File: src/rtl/mem_pkg.sv
// Shared encodings, FSM state type and stage-register layout for the memory-access stage.
package mem_pkg;

  localparam logic [2:0] LS_B  = 3'b000;
  localparam logic [2:0] LS_H  = 3'b001;
  localparam logic [2:0] LS_W  = 3'b010;
  localparam logic [2:0] LS_BU = 3'b100;
  localparam logic [2:0] LS_HU = 3'b101;

  localparam logic [1:0] WD_ALU = 2'b00;
  localparam logic [1:0] WD_MEM = 2'b01;
  localparam logic [1:0] WD_PC4 = 2'b10;

  typedef enum logic {
    IDLE   = 1'b0,
    ACCESS = 1'b1
  } mem_state_t;

  typedef struct packed {
    logic        valid;
    logic [31:0] addr;
    logic [31:0] sdata;
    logic        we;
    logic        load;
    logic [2:0]  funct3;
    logic        rf_we;
    logic [1:0]  wd_sel;
    logic [4:0]  wr;
    logic [31:0] pc4;
  } stage_t;

  // Bytes may sit anywhere; halfwords need even addresses, words need 4-byte alignment.
  function automatic logic misaligned(input logic [2:0] funct3, input logic [1:0] addr_lo);
    logic res;
    case (funct3)
      LS_H, LS_HU: res = addr_lo[0];
      LS_W:        res = (addr_lo != 2'b00);
      default:     res = 1'b0;
    endcase
    return res;
  endfunction

  function automatic logic [31:0] wb_select(input logic [1:0]  wd_sel,
                                            input logic [31:0] alu,
                                            input logic [31:0] mem,
                                            input logic [31:0] pc4);
    logic [31:0] res;
    case (wd_sel)
      WD_ALU:  res = alu;
      WD_MEM:  res = mem;
      WD_PC4:  res = pc4;
      default: res = alu;
    endcase
    return res;
  endfunction

endpackage

File: src/rtl/mem_load_align.sv
// Selects the addressed byte/halfword lane of a read word and sign- or zero-extends it.
module mem_load_align
  import mem_pkg::*;
(
  input  logic [1:0]  addr_lo_i,
  input  logic [2:0]  funct3_i,
  input  logic [31:0] rdata_i,
  output logic [31:0] data_o
);

  logic [31:0] lane;

  assign lane = rdata_i >> {addr_lo_i, 3'b000};

  always_comb begin
    data_o = rdata_i;
    case (funct3_i)
      LS_B:    data_o = {{24{lane[7]}}, lane[7:0]};
      LS_BU:   data_o = {24'h000000, lane[7:0]};
      LS_H:    data_o = {{16{lane[15]}}, lane[15:0]};
      LS_HU:   data_o = {16'h0000, lane[15:0]};
      default: data_o = rdata_i;
    endcase
  end

endmodule

File: src/rtl/mem_stage.sv
// EX/MEM stage register plus the data-memory access FSM; stalls upstream while a
// request is outstanding and presents a registered write-back slot.
module mem_stage
  import mem_pkg::*;
#(
  parameter int RESP_TIMEOUT = 16
) (
  input  logic        clk,
  input  logic        rst,
  input  logic        ex_valid_i,
  input  logic [31:0] alu_result_i,
  input  logic [31:0] rD2_i,
  input  logic        dram_we_i,
  input  logic        is_load_i,
  input  logic [2:0]  ls_funct3_i,
  input  logic        rf_we_i,
  input  logic [1:0]  wd_sel_i,
  input  logic [4:0]  wr_i,
  input  logic [31:0] pc4_i,
  output logic        stall_o,
  output logic        dmem_req_o,
  output logic        dmem_we_o,
  output logic [31:0] dmem_addr_o,
  output logic [3:0]  dmem_be_o,
  output logic [31:0] dmem_wdata_o,
  input  logic [31:0] dmem_rdata_i,
  input  logic        dmem_ready_i,
  output logic        wb_valid_o,
  output logic        wb_rf_we_o,
  output logic [4:0]  wb_wr_o,
  output logic [31:0] wb_wd_o,
  output logic        misaligned_o,
  output logic        err_o
);

  localparam int CW = $clog2(RESP_TIMEOUT + 1);

  mem_state_t    state_q;
  stage_t        s_q, s_d;
  logic [CW-1:0] cnt_q;
  logic [31:0]   acc_addr_q, acc_pc4_q, wdata_q, wdata_d;
  logic          acc_we_q, acc_rf_we_q;
  logic [2:0]    acc_funct3_q;
  logic [1:0]    acc_wd_sel_q;
  logic [4:0]    acc_wr_q;
  logic [3:0]    be_q, be_d;
  logic          wb_valid_q, wb_rf_we_q, mis_q, err_q;
  logic [4:0]    wb_wr_q;
  logic [31:0]   wb_wd_q, load_data;
  logic          in_access, s_memop, s_mis, timeout;

  assign in_access = (state_q == ACCESS);
  assign s_memop   = s_q.valid & (s_q.we | s_q.load);
  assign s_mis     = misaligned(s_q.funct3, s_q.addr[1:0]);
  assign timeout   = (cnt_q == CW'(RESP_TIMEOUT - 1));

  always_comb begin
    s_d = '0;
    if (ex_valid_i) begin
      s_d.valid  = 1'b1;
      s_d.addr   = alu_result_i;
      s_d.sdata  = rD2_i;
      s_d.we     = dram_we_i;
      s_d.load   = is_load_i;
      s_d.funct3 = ls_funct3_i;
      s_d.rf_we  = rf_we_i;
      s_d.wd_sel = wd_sel_i;
      s_d.wr     = wr_i;
      s_d.pc4    = pc4_i;
    end
  end

  // Store lanes are replicated so the memory can pick any enabled byte position.
  always_comb begin
    be_d    = 4'b1111;
    wdata_d = '0;
    if (s_q.we) begin
      case (s_q.funct3[1:0])
        2'b00: begin
          be_d    = 4'b0001 << s_q.addr[1:0];
          wdata_d = {4{s_q.sdata[7:0]}};
        end
        2'b01: begin
          be_d    = s_q.addr[1] ? 4'b1100 : 4'b0011;
          wdata_d = {2{s_q.sdata[15:0]}};
        end
        default: begin
          be_d    = 4'b1111;
          wdata_d = s_q.sdata;
        end
      endcase
    end
  end

  mem_load_align u_align (
    .addr_lo_i (acc_addr_q[1:0]),
    .funct3_i  (acc_funct3_q),
    .rdata_i   (dmem_rdata_i),
    .data_o    (load_data)
  );

  always_ff @(posedge clk or posedge rst) begin
    if (rst) begin
      state_q      <= IDLE;
      s_q          <= '0;
      cnt_q        <= '0;
      acc_addr_q   <= '0;
      acc_pc4_q    <= '0;
      acc_we_q     <= 1'b0;
      acc_rf_we_q  <= 1'b0;
      acc_funct3_q <= '0;
      acc_wd_sel_q <= '0;
      acc_wr_q     <= '0;
      be_q         <= '0;
      wdata_q      <= '0;
      wb_valid_q   <= 1'b0;
      wb_rf_we_q   <= 1'b0;
      wb_wr_q      <= '0;
      wb_wd_q      <= '0;
      mis_q        <= 1'b0;
      err_q        <= 1'b0;
    end else begin
      if (!stall_o) s_q <= s_d;
      wb_valid_q <= 1'b0;
      wb_rf_we_q <= 1'b0;
      wb_wr_q    <= '0;
      wb_wd_q    <= '0;
      mis_q      <= 1'b0;
      err_q      <= 1'b0;
      unique case (state_q)
        IDLE: begin
          if (s_q.valid) begin
            if (s_memop && !s_mis) begin
              state_q      <= ACCESS;
              cnt_q        <= '0;
              acc_addr_q   <= s_q.addr;
              acc_pc4_q    <= s_q.pc4;
              acc_we_q     <= s_q.we;
              acc_rf_we_q  <= s_q.rf_we;
              acc_funct3_q <= s_q.funct3;
              acc_wd_sel_q <= s_q.wd_sel;
              acc_wr_q     <= s_q.wr;
              be_q         <= be_d;
              wdata_q      <= wdata_d;
            end else begin
              wb_valid_q <= 1'b1;
              wb_rf_we_q <= s_q.rf_we && !s_memop && (s_q.wr != 5'd0);
              wb_wr_q    <= s_q.wr;
              wb_wd_q    <= wb_select(s_q.wd_sel, s_q.addr, 32'h0, s_q.pc4);
              mis_q      <= s_memop;
            end
          end
        end
        ACCESS: begin
          // Ready is checked first so a response on the final allowed cycle still completes.
          if (dmem_ready_i) begin
            state_q    <= IDLE;
            wb_valid_q <= 1'b1;
            wb_rf_we_q <= acc_rf_we_q && (acc_wr_q != 5'd0);
            wb_wr_q    <= acc_wr_q;
            wb_wd_q    <= wb_select(acc_wd_sel_q, acc_addr_q, load_data, acc_pc4_q);
          end else if (timeout) begin
            state_q    <= IDLE;
            wb_valid_q <= 1'b1;
            wb_wr_q    <= acc_wr_q;
            wb_wd_q    <= wb_select(acc_wd_sel_q, acc_addr_q, 32'h0, acc_pc4_q);
            err_q      <= 1'b1;
          end else begin
            cnt_q <= cnt_q + CW'(1);
          end
        end
      endcase
    end
  end

  assign stall_o      = in_access & ~dmem_ready_i;
  assign dmem_req_o   = in_access;
  assign dmem_we_o    = in_access & acc_we_q;
  assign dmem_addr_o  = in_access ? {acc_addr_q[31:2], 2'b00} : 32'h0;
  assign dmem_be_o    = in_access ? be_q : 4'b0000;
  assign dmem_wdata_o = in_access ? wdata_q : 32'h0;
  assign wb_valid_o   = wb_valid_q;
  assign wb_rf_we_o   = wb_rf_we_q;
  assign wb_wr_o      = wb_wr_q;
  assign wb_wd_o      = wb_wd_q;
  assign misaligned_o = mis_q;
  assign err_o        = err_q;

endmodule
File: config.mk
export PLATFORM = sky130hd
export DESIGN_NAME = mem_stage
export DESIGN_NICKNAME = d
export VERILOG_FILES = /design/src/rtl/mem_pkg.sv /design/src/rtl/mem_load_align.sv /design/src/rtl/mem_stage.sv
export SDC_FILE = /design/constraint.sdc
export NUM_CORES = 1
export LEC_CHECK = 0
export BUFFER_PORTS_ARGS = -buffer_cell sky130_fd_sc_hd__buf_4
export CAP_MARGIN = 20
export CORE_MARGIN = 5
export CORE_UTILIZATION = 35
export CTS_CLUSTER_DIAMETER = 100
export CTS_CLUSTER_SIZE = 10
export DETAILED_ROUTE_END_ITERATION = 8
export PLACE_DENSITY = 0.55
export SLEW_MARGIN = 20
export SYNTH_ARGS = -nofsm -noshare
export SYNTH_HDL_FRONTEND = slang
export SYNTH_SLANG_ARGS = --single-unit
File: constraint.sdc
create_clock -name clk -period 8.8 [get_ports clk]
set_input_delay 0.88 -clock clk [delete_from_list [all_inputs] [get_ports clk]]
set_output_delay 0.88 -clock clk [all_outputs]
set_load 0.02 [all_outputs]
==> results of run 1 <==
critical path, stage by stage, from the launching register on:
cell     delay, ps
dfrtp_2        370
buf_4          540
and2b_4        600
buf_4          240
Yosys cell counts (2+ instances only):
| library cell | count |
|---|---|
| a21oi_1 | 18 |
| a221o_1 | 7 |
| a221oi_1 | 8 |
| a22o_1 | 11 |
| a22oi_1 | 18 |
| and2_1 | 68 |
| buf_1 | 7 |
| buf_2 | 29 |
| buf_4 | 2 |
| clkbuf_1 | 73 |
| dfrtp_1 | 269 |
| ha_1 | 5 |
| inv_1 | 16 |
| mux2_1 | 28 |
| mux2_2 | 52 |
| mux2i_1 | 33 |
| mux4_2 | 2 |
| nand2_1 | 385 |
| nand2b_1 | 4 |
| nand3_1 | 8 |
| nand3_2 | 10 |
| nand3b_1 | 3 |
| nand4bb_1 | 2 |
| nor2_1 | 22 |
| nor2b_1 | 6 |
| o2111ai_1 | 2 |
| o211ai_1 | 8 |
| o21ai_0 | 226 |
| o21ai_1 | 10 |
| o221ai_1 | 7 |
| o22a_1 | 7 |
| o22ai_1 | 2 |
| o31ai_1 | 16 |
| or4_1 | 3 |
| xor2_1 | 2 |
state kept, by name (all words and copies together), names as in the netlist, 2 cells and up:
name / flops
cnt_q: 5
wb_wr_o: 5
wdata_q: 32
s_q: 110
acc_pc4_q: 32
acc_wr_q: 5
acc_funct3_q: 3
acc_wd_sel_q: 2
acc_addr_q: 32
be_q: 4
wb_wd_o: 32
metrics by stage:
stage | worst slack, ps | utilization [%]
2_1_floorplan | 510 | -
3_3_place_gp | 5470 | 41.3
3_5_place_dp | 5580 | 41.4
4_1_cts | 5480 | 43.5
5_1_grt | 5370 | 43.6
6_report | 5570 | 43.6
per-layer routing:
metal  routed length (µm)  vias to the layer above  share of wire, %  global-route usage (%)
met5                    0                        -                 0                       0
met4                 1080                        0               2.7                    4.85
met3                 2040                       59               5.1                    3.29
met2                18100                      262                45                    29.7
met1                19000                     5133                47                    28.1
li1                     -                     5075                 -                       -
worst min-delay path by stage:
stage          startpoint            end  slack (ps)
2_1_floorplan     s_q[61]        s_q[61]         450
6_report              rst     wb_wd_o[4]         380
3_5_place_dp      s_q[74]        s_q[74]         470
3_3_place_gp      s_q[61]        s_q[61]         470
4_1_cts               rst  acc_addr_q[4]         390
5_1_grt               rst     wb_wd_o[4]         450
final cells by class:
type	count	area, µm²	area share [%]
sequential	269	6730	42.2
multi-input combinational	988	5700	35.7
timing repair buffer	269	2060	12.9
clock buffer	32	758	4.76
tap	468	586	3.67
inverter	17	71.3	0.447
clock inverter	1	30.0	0.188
antenna	3	7.51	0.0471
logic make-up (layout without fill, tap and decap cells):
| group | after synthesis | count (layout) | synth area share, % |
|---|---|---|---|
| adder cells (fa/ha/maj) | 5 | 5 | 0.484 |
| AND/OR/NAND/NOR | 520 | 520 | 17.7 |
| other | 1 | 5 | 0.0290 |
| AO/OA/AOI/OAI | 344 | 344 | 15.5 |
| XOR/XNOR | 2 | 2 | 0.136 |
| buffers and inverters | 129 | 319 | 4.14 |
| flip-flops | 269 | 269 | 52.1 |
| multiplexers | 115 | 115 | 9.88 |
power groups by stage:
stage / sequential (µW) / combinational (µW) / clock (µW)
floorplan: 1740 / 854 / 0
global placement: 1800 / 1260 / 0
detailed placement: 1810 / 1290 / 0
CTS: 1800 / 1290 / 1110
global route: 1840 / 1410 / 1160
finish: 1790 / 1270 / 1080
==> results.sh, run 1 <==
export IMPL_result_of_the_run="completed"
export IMPL_cts_tree="yes"
export IMPL_setup_viol=0
export IMPL_fillers=3646
export IMPL_cell_count_post_placement=2009
export IMPL_worst_setup_path_startpoint="dmem_req_o"
export IMPL_drv_slew=0
export IMPL_ios=257
export IMPL_cp_max_fo=75
export IMPL_grt_first_pass_wirelength_mm=63.0
export IMPL_holdCritPathClass="in2async"
export IMPL_cts_resized=0
export IMPL_number_of_antenna_violations_at_the_first_check_in_global_routing=3
export IMPL_area_share_of_the_largest_cell_type_after_synthesis_pct=52.1
export IMPL_grt_pass1_vias=10600
export IMPL_worstSetupPathType="reg2out"
export IMPL_intPower_uw=2660
export IMPL_r2r_endpoint="wb_wd_o[14]"
export IMPL_synthFlopType="dfrtp_1"
export IMPL_clockPowerShare_pct=26.0
export IMPL_cellLeakagePower_uw=0.00735
export IMPL_clock_root_buffer="clkbuf_16"
export IMPL_synth_top_cell_by_area="dfrtp_1"
export IMPL_drt_wirelength_per_cell_um=19.7
export IMPL_area_growth_pct=23.3
export IMPL_yosysSeqAreaShare_pct=52.1
export IMPL_worstSkewPairLatency_ps=570
export IMPL_grt_overflow=0
export IMPL_numPortBuffers=254
export IMPL_timing_hold_violations_final=0
export IMPL_nets=1725
export IMPL_synth_warning_count=0
export IMPL_syn_instance_count=1385
export IMPL_final_common_cell="nand2_1"
export IMPL_globalRouteTotalUtil_pct=19.2
export IMPL_placeable_core_region_mm2=0.0365
export IMPL_post_synth_cell_types=51
export IMPL_slew_headroom_pct=27.7
export IMPL_arrival_ps=2350
export IMPL_fp_row_count=70
export IMPL_mostFrequentLayoutCells="nand2_1 (384), dfrtp_1 (268), buf_4 (266), o21ai_0 (226), and2_1 (68)"
export IMPL_timing_max_cap_violations=0
export IMPL_required_ps=7920
export IMPL_setup_reg_to_reg_worst_slack_ps=5620
export IMPL_synth_edff_count=0
export IMPL_ys_async_sr_fraction_pct=100
export IMPL_p_seq_share_pct=43.3
export IMPL_place_hpwl_mm=27.5
export IMPL_final_period_utilization_pct=36.7
export IMPL_post_route_cells_drive_above_1_share_pct=23.9
export IMPL_grt_start_max_net_pins=188
export IMPL_route_vias_total=10500
export IMPL_fin_skew_ps=20.2
export IMPL_syn_area_mm2=0.0129
export IMPL_slew_of_the_pin_with_the_lowest_slew_margin_ps=1080
export IMPL_swShare_pct=35.7
export IMPL_drtIter0Drc=612
export IMPL_stdcell_count=2047
export IMPL_fin_crit_ps=3230
export IMPL_path_clk_slew_ps=60
export IMPL_timing_critical_path_from_type="flop"
export IMPL_die_w_um=202
export IMPL_grt_setup_unrepaired="false"
export IMPL_design_power_total_uw=4140
export IMPL_placed_area_mm2=0.0151
export IMPL_drtPass1Iterations=5
export IMPL_endpoint_kind="output pin"
export IMPL_chipHeight_um=202
export IMPL_worst_hold_slack_ps=382
export IMPL_tritoncts_num_buffers=30
export IMPL_initial_util_pct=35.4
export IMPL_timing_critical_path_to="stall_o"
export IMPL_ctsLongestPathBuffers=3
export IMPL_rr_startpoint="acc_wd_sel_q[0]"
export IMPL_die_area_mm2=0.0409
export IMPL_seq_cells_post_synth=269
export IMPL_pwr_share_comb_pct=30.7
export IMPL_drt_drc_violations_left=0
export IMPL_max_freq_mhz=309
export IMPL_net_switching_uw=1480
export IMPL_worstRegToRegCells=7
export IMPL_avg_inst_size_synth_um2=9.33
export IMPL_cts_sink_count=269
export IMPL_cellPowerDensity_mw_per_mm2=260
export IMPL_ys_top_cells_by_area="dfrtp_1 (52%), nand2_1 (11%), o21ai_0 (8.8%)"
export IMPL_postRouteWirelength_mm=40.3
export IMPL_timing_setup_tns_ps=0
export IMPL_gp_congestion=0.819
export IMPL_cts_h_tree_lvls=1
export IMPL_cts_hold_buf=0
export IMPL_vias_per_std_cell=5.14
export IMPL_post_cts_repair_setup_buffers=0
export IMPL_ant_nets=0
export IMPL_post_route_cell_area_mm2=0.0159
export IMPL_vdd_ir_drop_max_uv=188
Power figures use the tool's default switching activity.
==> run 2: changes to the inputs <==
Settings changed: ABC_AREA set to 1, PLACE_DENSITY 0.55 to 0.53.
Clock period 8.8 ns to 3 ns, I/O delays scaled along.
==> run 2 against run 1 <==
- design area is 3.4% higher
- synthesized cell count is 20% higher
- clock power grew to 3.0 times the previous value
- utilization is 1.2 points higher
- non-clock buffer count is 49 higher
==> results.sh, run 2 <==
export IMPL_result_of_the_run="completed"
export IMPL_die_w_um=203
export IMPL_worstSkewPairLatency_ps=550
export IMPL_arrival_ps=2370
export IMPL_drv_slew=0
export IMPL_cp_max_fo=49
export IMPL_synthMostInstantiatedCell="nand2_1"
export IMPL_fin_crit_ps=2670
export IMPL_route_vias_total=11600
export IMPL_drt_wirelength_per_cell_um=18.1
export IMPL_numPortBuffers=254
export IMPL_max_freq_mhz=374
export IMPL_grt_setup_unrepaired="false"
export IMPL_timing_critical_path_from_type="flop"
export IMPL_synthFlopType="dfrtp_1"
export IMPL_hold_path_startpoint="pc4_i[25]"
export IMPL_final_period_utilization_pct=89.1
export IMPL_syn_area_mm2=0.0131
export IMPL_antennaDiodeCount=0
export IMPL_synth_cells_most_frequent="nand2_1 (422), inv_1 (279), dfrtp_1 (269), nand3_1 (164), o21ai_0 (147)"
export IMPL_ant_nets=0
export IMPL_vdd_ir_drop_max_uv=474
export IMPL_postRouteWirelength_mm=42.9
export IMPL_globalRouteTotalUtil_pct=20.5
export IMPL_avg_inst_size_synth_um2=7.90
export IMPL_final_common_cell="nand2_1"
export IMPL_worstSetupPathType="reg2out"
export IMPL_placeable_core_region_mm2=0.0368
export IMPL_vias_per_std_cell=4.91
export IMPL_timing_hold_violations_final=0
export IMPL_cts_sink_count=269
export IMPL_timing_max_cap_violations=0
export IMPL_drt_drc_violations_left=0
export IMPL_number_of_antenna_violations_at_the_first_check_in_global_routing=1
export IMPL_drtIter0Drc=849
export IMPL_path_clk_slew_ps=60
export IMPL_endpoint_kind="output pin"
export IMPL_ios=257
export IMPL_nets=2054
export IMPL_cts_h_tree_lvls=1
export IMPL_worstRegToRegCells=6
export IMPL_area_growth_pct=26.0
export IMPL_rr_startpoint="dmem_req_o"
export IMPL_syn_instance_count=1657
export IMPL_chipHeight_um=203
export IMPL_finalCoreUtilization_pct=44.8
export IMPL_area_share_of_the_largest_cell_type_after_synthesis_pct=51.4
export IMPL_grt_overflow=0
export IMPL_cellLeakagePower_uw=0.00859
export IMPL_initial_util_pct=35.6
export IMPL_largest_register_ffs=110
export IMPL_fp_row_count=70
export IMPL_gp_congestion=0.845
export IMPL_largest_register="s_q"
export IMPL_ys_async_sr_fraction_pct=100
export IMPL_synth_edff_count=0
export IMPL_tritoncts_num_buffers=30
export IMPL_cts_tree="yes"
export IMPL_place_hpwl_mm=29.6
export IMPL_required_ps=2700
export IMPL_r2r_endpoint="wb_wd_o[21]"
export IMPL_slew_headroom_pct=28.4
export IMPL_grt_pass1_vias=12000
export IMPL_grt_first_pass_wirelength_mm=68.1
export IMPL_fillers=3782
export IMPL_post_synth_cell_types=30
export IMPL_ys_top_cells_by_area="dfrtp_1 (51%), nand2_1 (12%), inv_1 (8.0%)"
export IMPL_setup_reg_to_reg_worst_slack_ps=530
export IMPL_die_area_mm2=0.0414
export IMPL_clock_root_buffer="clkbuf_16"
export IMPL_post_cts_repair_setup_buffers=0
export IMPL_cellPowerDensity_mw_per_mm2=765
export IMPL_hold_depth=3
export IMPL_drtPass1Iterations=5
export IMPL_yosysSeqAreaShare_pct=51.4
export IMPL_setup_viol=0
export IMPL_fin_skew_ps=8.67
export IMPL_worst_hold_path_endpoint="s_q[25]"
export IMPL_seq_cells_post_synth=269
export IMPL_synth_warning_count=0
export IMPL_holdCritPathClass="in2reg"
export IMPL_worst_hold_slack_ps=14.2
export IMPL_timing_setup_tns_ps=0
export IMPL_slew_of_the_pin_with_the_lowest_slew_margin_ps=1070
export IMPL_mostFrequentLayoutCells="nand2_1 (422), inv_1 (278), buf_4 (270), dfrtp_1 (268), nand3_1 (164)"
export IMPL_synth_top_cell_by_area="dfrtp_1"
export IMPL_ctsLongestPathBuffers=3
export IMPL_post_route_cells_drive_above_1_share_pct=18.5
export IMPL_grt_start_max_net_pins=140
run 2: cell types whose count changed after synthesis, sizes merged, moves of 10 or more:
| cell | before | now |
|---|---|---|
| nand2 | 385 | 427 |
| and2 | 68 | 0 |
| inv | 16 | 283 |
| o31ai | 16 | 0 |
| nor2 | 23 | 33 |
| mux2 | 80 | 0 |
| buf | 39 | 62 |
| mux2i | 33 | 0 |
| nand3 | 18 | 166 |
| clkbuf | 73 | 42 |
| o22ai | 2 | 68 |
| a22o | 11 | 0 |
| a21oi | 18 | 29 |
| a22oi | 18 | 0 |
run 2: metal layers:
| metal | up-vias | share of wire (%) | GRT usage (%) |
|---|---|---|---|
| met4 | 2 | 1.8 | 4.24 |
| met1 | 5521 | 46 | 29.6 |
| li1 | 5732 | - | - |
| met3 | 49 | 6.0 | 3.36 |
| met2 | 343 | 46 | 32.7 |
| met5 | - | 0.016 | 0 |
run 2: critical path: stages (launching register included):
cell and delay [ps]:
dfrtp_2 760, inv_1 180, nor2_2 190, buf_4 450
buf_4 230
run 2: stage by stage:
| stage | total power (µW) | cell area, µm² | cells | worst slack [ps] |
|---|---|---|---|---|
| global placement | 9390 | 15300 | 2299 | 541 |
| global route | 13500 | 16500 | 2373 | 164 |
| finish | 12600 | 16500 | 2373 | 328 |
| detailed placement | 9450 | 15300 | 2299 | 544 |
| floorplan | 7960 | 13100 | 1658 | -853 |
| CTS | 12700 | 16500 | 2373 | 307 |
run 2: area by class of cell:
type / count / area (µm²) / share of cell area, %
Clock buffer: 33 / 783 / 4.75
Inverter: 285 / 1080 / 6.53
Multi-Input combinational cell: 1000 / 4730 / 28.7
Sequential cell: 269 / 6730 / 40.8
Tap cell: 468 / 586 / 3.55
Timing Repair Buffer: 318 / 2580 / 15.6
run 2: what timing repair did:
item                                   4_1_cts  5_1_grt
hold buffers                                41        0
endpoints found under the hold margin      104        0
gates resized for setup                      0        0
run 2: logic make-up (layout without fill, tap and decap cells):
family | Yosys count | count (layout) | share of synthesized area [%]
simple gates | 644 | 644 | 20.9
buf+inv | 389 | 636 | 12.4
compound gates | 348 | 348 | 14.7
flops | 269 | 269 | 51.4
fa+ha+maj | 5 | 5 | 0.478
other cells | 1 | 2 | 0.0287
xor+xnor | 1 | 1 | 0.0669
run 2: power breakdown:
group          leakage (µW)  switching (µW)  total [µW]  internal, µW
Sequential          0.00354             490        5010          4520
Clock              0.000384            1390        3190          1800
Combinational       0.00466            2900        4420          1520
run 2: worst max path at each step:
stage | start | to | slack (ps)
2_1_floorplan | rst | acc_addr_q[0] | -850
3_3_place_gp | dmem_req_o | wb_wd_o[21] | 540
3_5_place_dp | dmem_req_o | wb_wd_o[21] | 540
4_1_cts | dmem_req_o | stall_o | 310
5_1_grt | dmem_req_o | stall_o | 160
6_report | dmem_req_o | stall_o | 330
==> run 3: changes to the inputs <==
Settings changed: RECOVER_POWER set to 50.
==> run 3 against run 2 <==
- the run now ends with max-capacitance violations, max-slew violations left
- sequential power about the same
- non-clock buffer count unchanged
- register-to-register slack got worse by 170 ps
- critical endpoint is now dmem_wdata_o[21]
- critical path depth unchanged
- wire length about the same
- hold slack improved by 0.86 ps
- fmax decreased by 1.9%
- sequential share of layout area increased by 0.57 points
- power decreased by 0.91%
==> results.sh, run 3 (synthesized netlist as in run 2, its figures left out) <==
export IMPL_result_of_the_run="complete, but fails checks"
export IMPL_violations_in_the_final_reports="max-capacitance violations, max-slew violations"
export IMPL_fp_row_count=70
export IMPL_grt_setup_unrepaired="false"
export IMPL_post_cts_repair_setup_buffers=0
export IMPL_route_vias_total=11700
export IMPL_endpoint_kind="output pin"
export IMPL_cellLeakagePower_uw=0.00839
export IMPL_numPortBuffers=254
export IMPL_slew_of_the_pin_with_the_lowest_slew_margin_ps=2080
export IMPL_nets=2054
export IMPL_cell_count_post_placement=2299
export IMPL_postRouteWirelength_mm=42.9
export IMPL_area_growth_pct=24.2
export IMPL_die_w_um=203
export IMPL_timing_setup_tns_ps=0
export IMPL_drt_drc_violations_left=0
export IMPL_post_route_cells_drive_above_1_share_pct=16.2
export IMPL_drv_slew=272
export IMPL_timing_critical_path_from_type="flop"
export IMPL_setup_viol=0
export IMPL_hold_depth=3
export IMPL_antennaDiodeCount=0
export IMPL_timing_max_cap_violations=3
export IMPL_holdCritPathClass="in2reg"
export IMPL_ant_nets=0
export IMPL_layout_setup_ws_ps=277
export IMPL_cts_tree="yes"
export IMPL_clock_root_buffer="clkbuf_16"
export IMPL_grt_start_max_net_pins=140
export IMPL_die_area_mm2=0.0414
export IMPL_cts_h_tree_lvls=1
export IMPL_required_ps=2700
export IMPL_ios=257
export IMPL_fin_skew_ps=9.87
export IMPL_cts_resized=0
export IMPL_setup_reg_to_reg_worst_slack_ps=360
export IMPL_worst_hold_path_endpoint="s_q[25]"
export IMPL_cts_hold_buf=41
export IMPL_grt_first_pass_wirelength_mm=68.1
export IMPL_stdcell_count=2373
export IMPL_gp_congestion=0.845
export IMPL_hold_path_startpoint="pc4_i[25]"
export IMPL_initial_util_pct=35.6
export IMPL_drtIter0Drc=810
export IMPL_worstSetupPathType="reg2out"
export IMPL_path_clk_slew_ps=60
export IMPL_placeable_core_region_mm2=0.0368
export IMPL_timing_hold_violations_final=0
export IMPL_final_period_utilization_pct=90.8
export IMPL_final_common_cell="nand2_1"
export IMPL_ctsLongestPathBuffers=3
export IMPL_largest_register="s_q"
export IMPL_vias_per_std_cell=4.91
export IMPL_drtPass1Iterations=5
export IMPL_cts_sink_count=269
export IMPL_cp_max_fo=33
export IMPL_place_hpwl_mm=29.6
export IMPL_grt_overflow=0
export IMPL_grt_pass1_vias=12000
export IMPL_r2r_endpoint="wb_wd_o[0]"
export IMPL_largest_register_ffs=110
export IMPL_max_freq_mhz=367
export IMPL_slew_headroom_pct=-38.4
export IMPL_worstSkewPairLatency_ps=550
export IMPL_worstRegToRegCells=6
export IMPL_mostFrequentLayoutCells="nand2_1 (422), inv_1 (278), dfrtp_1 (268), buf_4 (226), nand3_1 (164)"
export IMPL_number_of_antenna_violations_at_the_first_check_in_global_routing=1
export IMPL_preCtsSetupSlack_ps=544
export IMPL_vdd_ir_drop_max_uv=473
export IMPL_rr_startpoint="dmem_req_o"
export IMPL_globalRouteTotalUtil_pct=20.5
export IMPL_tritoncts_num_buffers=30
export IMPL_fin_crit_ps=2720
export IMPL_chipHeight_um=203
export IMPL_drt_wirelength_per_cell_um=18.1
export IMPL_arrival_ps=2420
export IMPL_cellPowerDensity_mw_per_mm2=769
-- run 3: cell count changes in the layout (fill, tap and decap cells not counted), moves of 2 or more --
cell,delta
buf_12,-3
clkbuf_4,+2
clkbuf_2,+2
nor2_1,+2
clkbuf_1,+42
buf_4,-44
-- run 3: per-stage QoR --
stage | utilization, % | hold slack (ps) | area [µm²] | total power, µW
5_1_grt | 44.2 | 5.63 | 16300 | 13400
6_report | 44.2 | 15.0 | 16300 | 12500
3_5_place_dp | 41.6 | 467 | 15300 | 9450
4_1_cts | 44.8 | 3.21 | 16500 | 12700
3_3_place_gp | 41.6 | 457 | 15300 | 9390
2_1_floorplan | - | 366 | 13100 | 7960
-- run 3: cell type report --
| class | count | area (µm²) |
|---|---|---|
| Tap cell | 468 | 586 |
| Sequential cell | 269 | 6730 |
| Timing Repair Buffer | 318 | 2370 |
| Clock buffer | 33 | 783 |
| Fill cell | 3821 | 20500 |
| Multi-Input combinational cell | 1000 | 4710 |
| Inverter | 285 | 1070 |
-- run 3: how the worst max path moves through the flow --
stage               startpoint                to  slack, ps  depth (start not counted)
global route        dmem_req_o   dmem_addr_o[10]        120                          4
CTS                 dmem_req_o           stall_o        310                          4
floorplan                  rst     acc_addr_q[0]       -850                          1
global placement    dmem_req_o       wb_wd_o[21]        540                          6
finish              dmem_req_o  dmem_wdata_o[21]        280                          4
detailed placement  dmem_req_o       wb_wd_o[21]        540                          6
-- run 3: worst max-delay path, stage by stage (launching register included) --
cell and delay (ps):
dfrtp_2 710, clkbuf_2 730, nand2_1 180, inv_1 100
buf_4 140
-- run 3: report_power, final --
part           internal (µW)  switching, µW
combinational           1420           2890
sequential              4520            485
clock                   1800           1390
-- run 3: per-layer routing --
metal	vias up	share of wire (%)	wire length [µm]	track usage, %
met4	2	1.9	806	4.24
met1	5531	46	19900	29.6
met2	349	46	19500	32.7
met3	51	6.0	2590	3.36
li1	5727	-	-	-
met5	-	0.016	7	0
